==> src/rtl/adex_pkg.sv <==
// Shared definitions for the AdEx time-multiplexed neuron scheduler:
// fixed-point width, reset value, FSM encoding and event record sizing.
package adex_pkg;

  // Q4.12 signed state variables (membrane potential V and adaptation w).
  localparam int Q_W = 16;

  // Default membrane potential after reset (Q4.12, negative resting level).
  localparam logic [Q_W-1:0] V_INIT_DEFAULT = 16'hF900;

  // Width of the step timestamp carried in every spike event.
  localparam int EVT_TIME_W = 8;

  // Scheduler FSM encoding.
  typedef enum logic [1:0] {
    ST_IDLE  = 2'd0,
    ST_ISSUE = 2'd1,
    ST_WAIT  = 2'd2
  } adex_state_t;

  // Event record = {neuron index, step timestamp}.
  function automatic int evt_width(input int n_neur);
    return $clog2(n_neur) + EVT_TIME_W;
  endfunction

endpackage

==> src/rtl/adex_evt_fifo.sv <==
// Spike-event FIFO (first-word fall-through). A push while full is accepted
// only when a pop happens on the same edge; otherwise the push is discarded
// and the caller decides how to flag it.
module adex_evt_fifo #(
  parameter int DEPTH = 4,
  parameter int WIDTH = 11
) (
  input  logic             clk,
  input  logic             reset,
  input  logic             push,
  input  logic [WIDTH-1:0] push_data,
  input  logic             pop,
  output logic [WIDTH-1:0] pop_data,
  output logic             empty,
  output logic             full
);

  localparam int PTR_W = $clog2(DEPTH);

  logic [WIDTH-1:0] mem [DEPTH];
  logic [PTR_W-1:0] wr_ptr_reg, rd_ptr_reg;
  logic [PTR_W:0]   count_reg;
  logic             do_push, do_pop;

  assign empty    = (count_reg == '0);
  assign full     = (count_reg == (PTR_W+1)'(DEPTH));
  assign do_pop   = pop && !empty;
  assign do_push  = push && (!full || do_pop);
  assign pop_data = mem[rd_ptr_reg];

  // Storage write; contents need no reset because count gates visibility.
  always_ff @(posedge clk) begin
    if (do_push) begin
      mem[wr_ptr_reg] <= push_data;
    end
  end

  // Pointer and occupancy bookkeeping.
  always_ff @(posedge clk) begin
    if (reset) begin
      wr_ptr_reg <= '0;
      rd_ptr_reg <= '0;
      count_reg  <= '0;
    end else begin
      if (do_push) wr_ptr_reg <= wr_ptr_reg + 1'b1;
      if (do_pop)  rd_ptr_reg <= rd_ptr_reg + 1'b1;
      case ({do_push, do_pop})
        2'b10:   count_reg <= count_reg + 1'b1;
        2'b01:   count_reg <= count_reg - 1'b1;
        default: count_reg <= count_reg;
      endcase
    end
  end

endmodule

==> src/rtl/adex_tdm_scheduler.sv <==
// Time-multiplexed AdEx neuron scheduler. On each enabled tick it walks all
// N_NEUR virtual neurons, sends each neuron's V/w to a shared update core,
// writes the result back and queues spike events {idx, step}.
// Optional feature macro: ADEX_REFRACT_EN (per-neuron refractory skip).
module adex_tdm_scheduler
  import adex_pkg::*;
#(
  parameter int             N_NEUR        = 8,
  parameter int             FIFO_DEPTH    = 4,
  parameter int             REFRACT_STEPS = 3,
  parameter logic [Q_W-1:0] V_INIT        = V_INIT_DEFAULT
) (
  input  logic                      clk,
  input  logic                      reset,
  input  logic                      enable,
  input  logic                      tick,
  input  logic                      init_we,
  input  logic [$clog2(N_NEUR)-1:0] init_idx,
  input  logic [Q_W-1:0]            init_v,
  input  logic [Q_W-1:0]            init_w,
  output logic                      core_req_valid,
  input  logic                      core_req_ready,
  output logic [$clog2(N_NEUR)-1:0] core_req_idx,
  output logic [Q_W-1:0]            core_req_v,
  output logic [Q_W-1:0]            core_req_w,
  input  logic                      core_rsp_valid,
  input  logic [Q_W-1:0]            core_rsp_v,
  input  logic [Q_W-1:0]            core_rsp_w,
  input  logic                      core_rsp_spike,
  output logic                      evt_valid,
  input  logic                      evt_ready,
  output logic [$clog2(N_NEUR)-1:0] evt_idx,
  output logic [EVT_TIME_W-1:0]     evt_time,
  output logic                      busy,
  output logic                      overrun,
  output logic                      evt_drop
);

  localparam int IDX_W = $clog2(N_NEUR);
  localparam int EVT_W = evt_width(N_NEUR);

  // Reject unsupported configurations at elaboration time.
  if (N_NEUR < 2 || N_NEUR > 16 || FIFO_DEPTH < 2 || REFRACT_STEPS < 0) begin : g_param_check
    $error("adex_tdm_scheduler: unsupported parameter set");
  end

  adex_state_t             state_reg, state_next;
  logic [IDX_W-1:0]        idx_reg, idx_next;
  logic [EVT_TIME_W-1:0]   step_cnt_reg, step_cnt_next;
  logic [Q_W-1:0]          v_mem [N_NEUR];
  logic [Q_W-1:0]          w_mem [N_NEUR];
  logic                    overrun_reg, evt_drop_reg;

  logic                    wb_en;      // response accepted this cycle
  logic                    advance;    // current neuron finished (written back or skipped)
  logic                    skip;       // current neuron is refractory
  logic                    last;
  logic                    init_ok;
  logic                    evt_push, evt_pop, fifo_empty, fifo_full;
  logic [EVT_W-1:0]        fifo_out;

  assign last    = (idx_reg == IDX_W'(N_NEUR - 1));
  assign init_ok = init_we && (state_reg == ST_IDLE);
  assign busy    = (state_reg != ST_IDLE);

`ifdef ADEX_REFRACT_EN
  localparam int RC_W = (REFRACT_STEPS < 2) ? 1 : $clog2(REFRACT_STEPS + 1);
  logic [RC_W-1:0] refr_reg [N_NEUR];

  assign skip = (refr_reg[idx_reg] != '0);

  // Refractory counters: count down on each skipped visit, reload on spike.
  always_ff @(posedge clk) begin
    if (reset) begin
      for (int i = 0; i < N_NEUR; i++) refr_reg[i] <= '0;
    end else if (state_reg == ST_ISSUE && skip) begin
      refr_reg[idx_reg] <= refr_reg[idx_reg] - 1'b1;
    end else if (wb_en && core_rsp_spike) begin
      refr_reg[idx_reg] <= RC_W'(REFRACT_STEPS);
    end
  end
`else
  assign skip = 1'b0;
`endif

  // FSM state register plus neuron index and step counter.
  always_ff @(posedge clk) begin
    if (reset) begin
      state_reg    <= ST_IDLE;
      idx_reg      <= '0;
      step_cnt_reg <= '0;
    end else begin
      state_reg    <= state_next;
      idx_reg      <= idx_next;
      step_cnt_reg <= step_cnt_next;
    end
  end

  // Next-state logic; the request is held steady in ISSUE until accepted.
  always_comb begin
    state_next     = state_reg;
    idx_next       = idx_reg;
    step_cnt_next  = step_cnt_reg;
    core_req_valid = 1'b0;
    wb_en          = 1'b0;
    advance        = 1'b0;
    case (state_reg)
      ST_IDLE: begin
        if (tick && enable) begin
          state_next = ST_ISSUE;
          idx_next   = '0;
        end
      end
      ST_ISSUE: begin
        if (skip) begin
          advance = 1'b1;
        end else begin
          core_req_valid = 1'b1;
          if (core_req_ready) state_next = ST_WAIT;
        end
      end
      ST_WAIT: begin
        if (core_rsp_valid) begin
          wb_en   = 1'b1;
          advance = 1'b1;
        end
      end
      default: state_next = ST_IDLE;
    endcase
    if (advance) begin
      if (last) begin
        state_next    = ST_IDLE;
        step_cnt_next = step_cnt_reg + 1'b1;
      end else begin
        state_next = ST_ISSUE;
        idx_next   = idx_reg + 1'b1;
      end
    end
  end

  // Neuron state store: host init in IDLE, core writeback in WAIT.
  always_ff @(posedge clk) begin
    if (reset) begin
      for (int i = 0; i < N_NEUR; i++) begin
        v_mem[i] <= V_INIT;
        w_mem[i] <= '0;
      end
    end else if (init_ok) begin
      v_mem[init_idx] <= init_v;
      w_mem[init_idx] <= init_w;
    end else if (wb_en) begin
      v_mem[idx_reg] <= core_rsp_v;
      w_mem[idx_reg] <= core_rsp_w;
    end
  end

  assign core_req_idx = idx_reg;
  assign core_req_v   = v_mem[idx_reg];
  assign core_req_w   = w_mem[idx_reg];

  assign evt_push  = wb_en && core_rsp_spike;
  assign evt_pop   = evt_valid && evt_ready;
  assign evt_valid = !fifo_empty;
  assign evt_idx   = fifo_out[EVT_W-1:EVT_TIME_W];
  assign evt_time  = fifo_out[EVT_TIME_W-1:0];

  adex_evt_fifo #(
    .DEPTH (FIFO_DEPTH),
    .WIDTH (EVT_W)
  ) u_evt_fifo (
    .clk       (clk),
    .reset     (reset),
    .push      (evt_push),
    .push_data ({idx_reg, step_cnt_reg}),
    .pop       (evt_ready),
    .pop_data  (fifo_out),
    .empty     (fifo_empty),
    .full      (fifo_full)
  );

  // Sticky error flags: tick while busy, event lost to a full FIFO.
  always_ff @(posedge clk) begin
    if (reset) begin
      overrun_reg  <= 1'b0;
      evt_drop_reg <= 1'b0;
    end else begin
      if (tick && busy)                      overrun_reg  <= 1'b1;
      if (evt_push && fifo_full && !evt_pop) evt_drop_reg <= 1'b1;
    end
  end

  assign overrun  = overrun_reg;
  assign evt_drop = evt_drop_reg;

endmodule

==> config.mk <==
export PLATFORM = sky130hd
export DESIGN_NAME = adex_tdm_scheduler
export DESIGN_NICKNAME = d
export VERILOG_FILES = /design/src/rtl/adex_pkg.sv /design/src/rtl/adex_evt_fifo.sv /design/src/rtl/adex_tdm_scheduler.sv
export SDC_FILE = /design/constraint.sdc
export NUM_CORES = 1
export LEC_CHECK = 0
export BUFFER_PORTS_ARGS = -buffer_cell sky130_fd_sc_hd__buf_2
export CAP_MARGIN = 20
export CORE_MARGIN = 8
export CORE_UTILIZATION = 54
export CTS_CLUSTER_DIAMETER = 40
export DETAILED_ROUTE_END_ITERATION = 8
export GPL_TIMING_DRIVEN = 0
export PLACE_DENSITY = 0.79
export SYNTH_ARGS = -nofsm -noshare
export SYNTH_HDL_FRONTEND = slang
export SYNTH_SLANG_ARGS = --single-unit
export TNS_END_PERCENT = 1
==> constraint.sdc <==
create_clock -name clk -period 2.84 [get_ports clk]
set_clock_uncertainty 0.2 [all_clocks]
set_input_delay 0.284 -clock clk [delete_from_list [all_inputs] [get_ports clk]]
set_output_delay 0.284 -clock clk [all_outputs]
set_load 0.01 [all_outputs]
==> results.ini, run 1 <==
[timing]
fin_crit_sh=1.02
maxSlewViolCount=0
fin_crit_ps=2910
worst_hold_slack_ps=48.4
final_hold_viol_count=0
rsz0062_at_grt=true
tns_ps=-1750
setup_viol_count_final=32
max_freq_mhz=344
worst_pin_slew_ps=900
slew_headroom=0.383
fin_ws_ps=-66.9

[clock_network]
clock_latency_ps=520
cts_root_buffer=clkbuf_16
postCtsSetupRepairBufs=0
cts_tree=built
clk_pin_slew_ps=60
htreeDepth=2
cts_buffers=41
clock-sinks=324
clockBufferDepth=3

[detailed_routing]
drc_errors=0
wl_per_cell_um=23.2
ant_nets=0
first_iter_violations=1033
num_vias=8606
first_pass_iters=5
avgViaCountPerCell=5.91
routed_wl_um=33800

[final_layout]
layout-drive-gt1-share=0.345
areaGrowthSynthToFinish_pct=20.5
regArea_um2=9500
nets=1171
n_fill_cell=1752
multiInputGateArea_um2=4500
top_regs=v_mem (128), w_mem (128), u_evt_fifo.mem (44)

[synth]
synth_fp_nets=990
synth_area_leader_cell=edfxtp_1
synth-seq-cells=324
synth_edf_count=300
ys_seq_area_frac=0.672
async_flop_share=0
netlist_instances=905
synth_commonest_cells=edfxtp_1, nor2_1, mux4_2
syn_area_per_cell_um2=15.6
ys.flop_type=edfxtp_1
yosys.cell_types.count=42
yosysTopAreaCellShare=0.638
syn_area_um2=14100
synth_warnings=0
synthMostInstantiatedCell=edfxtp_1
synthTopCellsByArea=edfxtp_1, mux4_2, nor2_1

[grt]
grt_usage=0.214
antenna_found_initial=0
grt_pass1_vias=8941
overflow=0
grt_pass1_wl_um=50800
grt_max_degree=33

[floorplanning]
ios=127
die-area_um2=31600
die_y_um=178
rows=59
core_area_um2=25900
dieWidth_um=178
start_util=0.545

[pwr]
power_mw=11.4
ir_drop_mv=0.452
pwr_density_cell_nw_per_um2=669
total_leakage_power_nw=5.84

[critical_path]
worstSetupStartpointType=flop
path_class=reg2reg
cp-end-kind=flop
worstPathMaxFanout=32
worstPathArrival_ps=2860
cp.required_ps=2790

[min_path]
hold_class=in2reg

[place]
io_buffers=125
finalWeightedCongestion=0.778
dp_hpwl_um=21500

[job]
drv_cap=0

[run_status]
failed_checks=setup timing
status=complete, but fails checks

layer usage:
metal,global-route usage,vias to the layer above,share of wire
li1,-,3778,-
met1,0.260,4270,0.37
met2,0.377,473,0.51
met3,0.0372,85,0.085
met4,0.0848,0,0.031
met5,0,-,0
layout make-up:
type                       instances  share of cell area
buffer                            48              0.0181
sequential                       324               0.558
clock buffer                      46              0.0619
inverter                           7             0.00154
tap                              335              0.0246
multi-input combinational        525               0.264
timing repair buffer             139              0.0500
antenna                            3            0.000441
clock inverter                    28              0.0217
worst max-delay path, cell delays in order, from the launching register on:
cell	delay, ps
dfxtp_2	330
and4bb_4	340
buf_12	170
mux2i_4	560
nand4_4	340
nand2b_4	580
kinds of logic (layout without fill, tap and decap cells):
group           Yosys count  in the layout  synth area share
fa+ha+maj                 9              9           0.00850
compound gates           14             14           0.00549
xor+xnor                 12             12           0.00744
simple gates            343            343             0.113
flops                   324            324             0.672
other cells               0              3                 0
mux                     147            147             0.177
buf+inv                  56            268            0.0172
power by group:
| group | leakage (nW) | internal [mW] | switching [mW] | total [mW] |
|---|---|---|---|---|
| sequential | 3.11 | 5.34 | 0.0444 | 5.39 |
| clock | 0.685 | 3.36 | 2.03 | 5.39 |
| combinational | 2.04 | 0.236 | 0.374 | 0.611 |
| total | 5.84 | 8.94 | 2.45 | 11.4 |
what timing repair did:
item	4_1_cts	5_1_grt
hold endpoints to repair	4	0
setup endpoints to repair	256	207
gates resized for setup	59	15
hold buffers	7	0
pin swaps	4	3
through the flow:
stage               std cells  utilization  setup slack, ps  cell area, µm²
global route             1452        0.657             -135           17000
global placement         1365        0.586            -1160           15200
detailed placement       1372        0.592             -567           15300
CTS                      1453        0.656             -194           17000
floorplan                 905            -             -220           14100
finish                   1455        0.657            -66.9           17000
worst paths after layout:
path              depth (start not counted)           to  slack [ps]          from
setup reg to reg                          5  w_mem[0][9]         -70  state_reg[0]
hold / removal                            3  w_mem[0][8]          50     init_w[8]
setup / recovery                          5  w_mem[0][9]         -70  state_reg[0]
hold reg to reg                           2      overrun         260       overrun
cell usage in the layout (no fill, tap or decap), drive strengths merged, types with 4 or more instances in the layout:
cell type    synthesis  layout
inv                  7      16
xor2                 6       6
nand2b               8       8
edfxtp             300     300
clkbuf              23      62
nor3                 4       4
ha                   8       8
nand4               10      10
nand3                4       4
mux2i               37      37
nor4                 9       9
nand2               59      59
clkinv               0       7
dfxtp               24      24
and2                 4       4
or3                  4       4
clkinvlp             0       5
buf                 26     163
dlygate4sd3          0       7
mux4                75      75
a21oi               10      10
nor2               231     231
xnor2                6       6
mux2                35      35
bufinv               0       7
(Power assumes the default switching activity.)
==> run 2: changes to the inputs <==
--- a/config.mk
+++ b/config.mk
@@ -7,8 +7,8 @@
 export LEC_CHECK = 0
 export BUFFER_PORTS_ARGS = -buffer_cell sky130_fd_sc_hd__buf_2
 export CAP_MARGIN = 20
-export CORE_MARGIN = 8
 export CORE_UTILIZATION = 54
+export CTS_BUF_LIST = sky130_fd_sc_hd__clkbuf_4 sky130_fd_sc_hd__clkbuf_8 sky130_fd_sc_hd__clkbuf_16
 export CTS_CLUSTER_DIAMETER = 40
 export DETAILED_ROUTE_END_ITERATION = 8
 export GPL_TIMING_DRIVEN = 0
==> results.ini, run 2 (synthesized netlist as in run 1, its figures left out) <==
[timing]
setup_viol_count_final=25
fin_crit_ps=2860
final_hold_viol_count=0
worst_hold_slack_ps=20.8
slew_headroom=0.406
rsz0062_at_grt=true
tns_ps=-222
fin_crit_sh=1.01
worst_pin_slew_ps=866
maxSlewViolCount=0
fin_ws_ps=-19.4
max_freq_mhz=350

[detailed_routing]
ant_nets=0
drc_errors=0
first_pass_iters=7
num_vias=8591
routed_wl_um=33700
first_iter_violations=1009
avgViaCountPerCell=5.93
wl_per_cell_um=23.3

[clock_network]
cts_buffers=40
postCtsSetupRepairBufs=0
clk_pin_slew_ps=60
clockBufferDepth=3
cts_tree=built
cts_root_buffer=clkbuf_16
clock_latency_ps=520
clock-sinks=324
htreeDepth=2

[floorplanning]
die-area_um2=26800
start_util=0.556
ios=127
die_y_um=164
dieWidth_um=164
rows=58
core_area_um2=25400

[critical_path]
r2r_start=state_reg[0]
worstPathMaxFanout=24
r2r-end=v_mem[6][6]
worstSetupStartpointType=flop
cp-end-kind=flop
worstPathArrival_ps=2880
ff2ff_path_depth=6
cp.required_ps=2860
path_class=reg2reg
reg2reg_slack_ps=-20

[place]
place_area_um2=15300
dp_hpwl_um=21200
io_buffers=125
finalWeightedCongestion=0.797

[final_layout]
layout_common_cells=edfxtp_1, nor2_1, buf_2
final_cell_area_um2=17000
nets=1171
final_common_cell=edfxtp_1
final_util=0.670
n_fill_cell=1702
top_regs=v_mem (128), w_mem (128), u_evt_fifo.mem (44)
layout-drive-gt1-share=0.347
areaGrowthSynthToFinish_pct=20.5

[grt]
antenna_found_initial=1
grt_usage=0.254
grt_pass1_vias=8704
grt_max_degree=33
grt_pass1_wl_um=49500
overflow=0

[min_path]
hold_path_end=state_reg[0]
worstHoldStart=core_rsp_valid
hold_path_depth=3
hold_class=in2reg

[job]
drv_cap=0

[run_status]
status=complete, but fails checks
failed_checks=setup timing

[pwr]
ir_drop_mv=0.462
pwr_density_cell_nw_per_um2=651
power_mw=11.1
total_leakage_power_nw=5.84

[run 2: cell types whose count changed in the layout (fill, tap and decap cells not counted), sizes merged]
| cell | previous run | this run |
|---|---|---|
| diode | 3 | 1 |
| buf | 163 | 159 |
| bufinv | 7 | 3 |
| clkinvlp | 5 | 2 |
| dlygate4sd3 | 7 | 6 |
| clkdlybuf4s15 | 1 | 0 |
| clkinv | 7 | 14 |
| nand2b | 8 | 9 |
| inv | 16 | 15 |
| clkbuf | 62 | 69 |
[run 2: layout make-up]
class,count,area (µm²),share of cell area
diodes,1,2.50,0.000147
flip-flops and latches,324,9500,0.558
well taps,330,413,0.0243
inverters,7,26.3,0.00154
repair buffers,138,877,0.0515
clock inverters,27,263,0.0154
multi-input cells,526,4510,0.265
plain buffers,49,342,0.0201
clock buffers,47,1090,0.0640
[run 2: stage by stage]
step / cells / setup slack (ps)
6_report: 1449 / -19.4
5_1_grt: 1448 / -122
4_1_cts: 1447 / -50.2
3_5_place_dp: 1367 / -589
3_3_place_gp: 1360 / -1160
2_1_floorplan: 905 / -220
[run 2: how the worst max path moves through the flow]
stage / start / end / slack, ps / depth (start not counted)
5_1_grt: state_reg[0] / u_evt_fifo.count_reg[2] / -120 / 10
4_1_cts: state_reg[0] / w_mem[0][7] / -50 / 5
3_5_place_dp: reset / w_mem[0][11] / -590 / 6
6_report: state_reg[0] / v_mem[6][6] / -20 / 6
2_1_floorplan: reset / v_mem[1][0] / -220 / 6
3_3_place_gp: reset / w_mem[1][10] / -1160 / 6
[run 2: critical path, cell delays in order, from the launching register on]
cell      delay [ps]
dfxtp_2          330
and4bb_4         360
buf_12           180
mux2i_4          520
nand4_4          280
nand2b_2         390
buf_12           250
[run 2: per-layer routing]
layer  wire, µm  GRT usage
met5          0          0
met4        960     0.0892
met3       2450     0.0442
met2      17300      0.440
met1      13000      0.325
[run 2: power by group]
group	leakage, nW	internal (mW)	total, mW	switching [mW]
Combinational	2.06	0.243	0.621	0.377
Clock	0.670	3.07	5.07	2.00
Sequential	3.11	5.34	5.39	0.0452
Total	5.84	8.66	11.1	2.43
[run 2: what timing repair did]
action,4_1_cts,5_1_grt
gates cloned,0,1
setup endpoints to repair,242,204
hold endpoints to repair,4,0
hold buffers,6,0
resized for setup,72,17
pin swaps,2,1
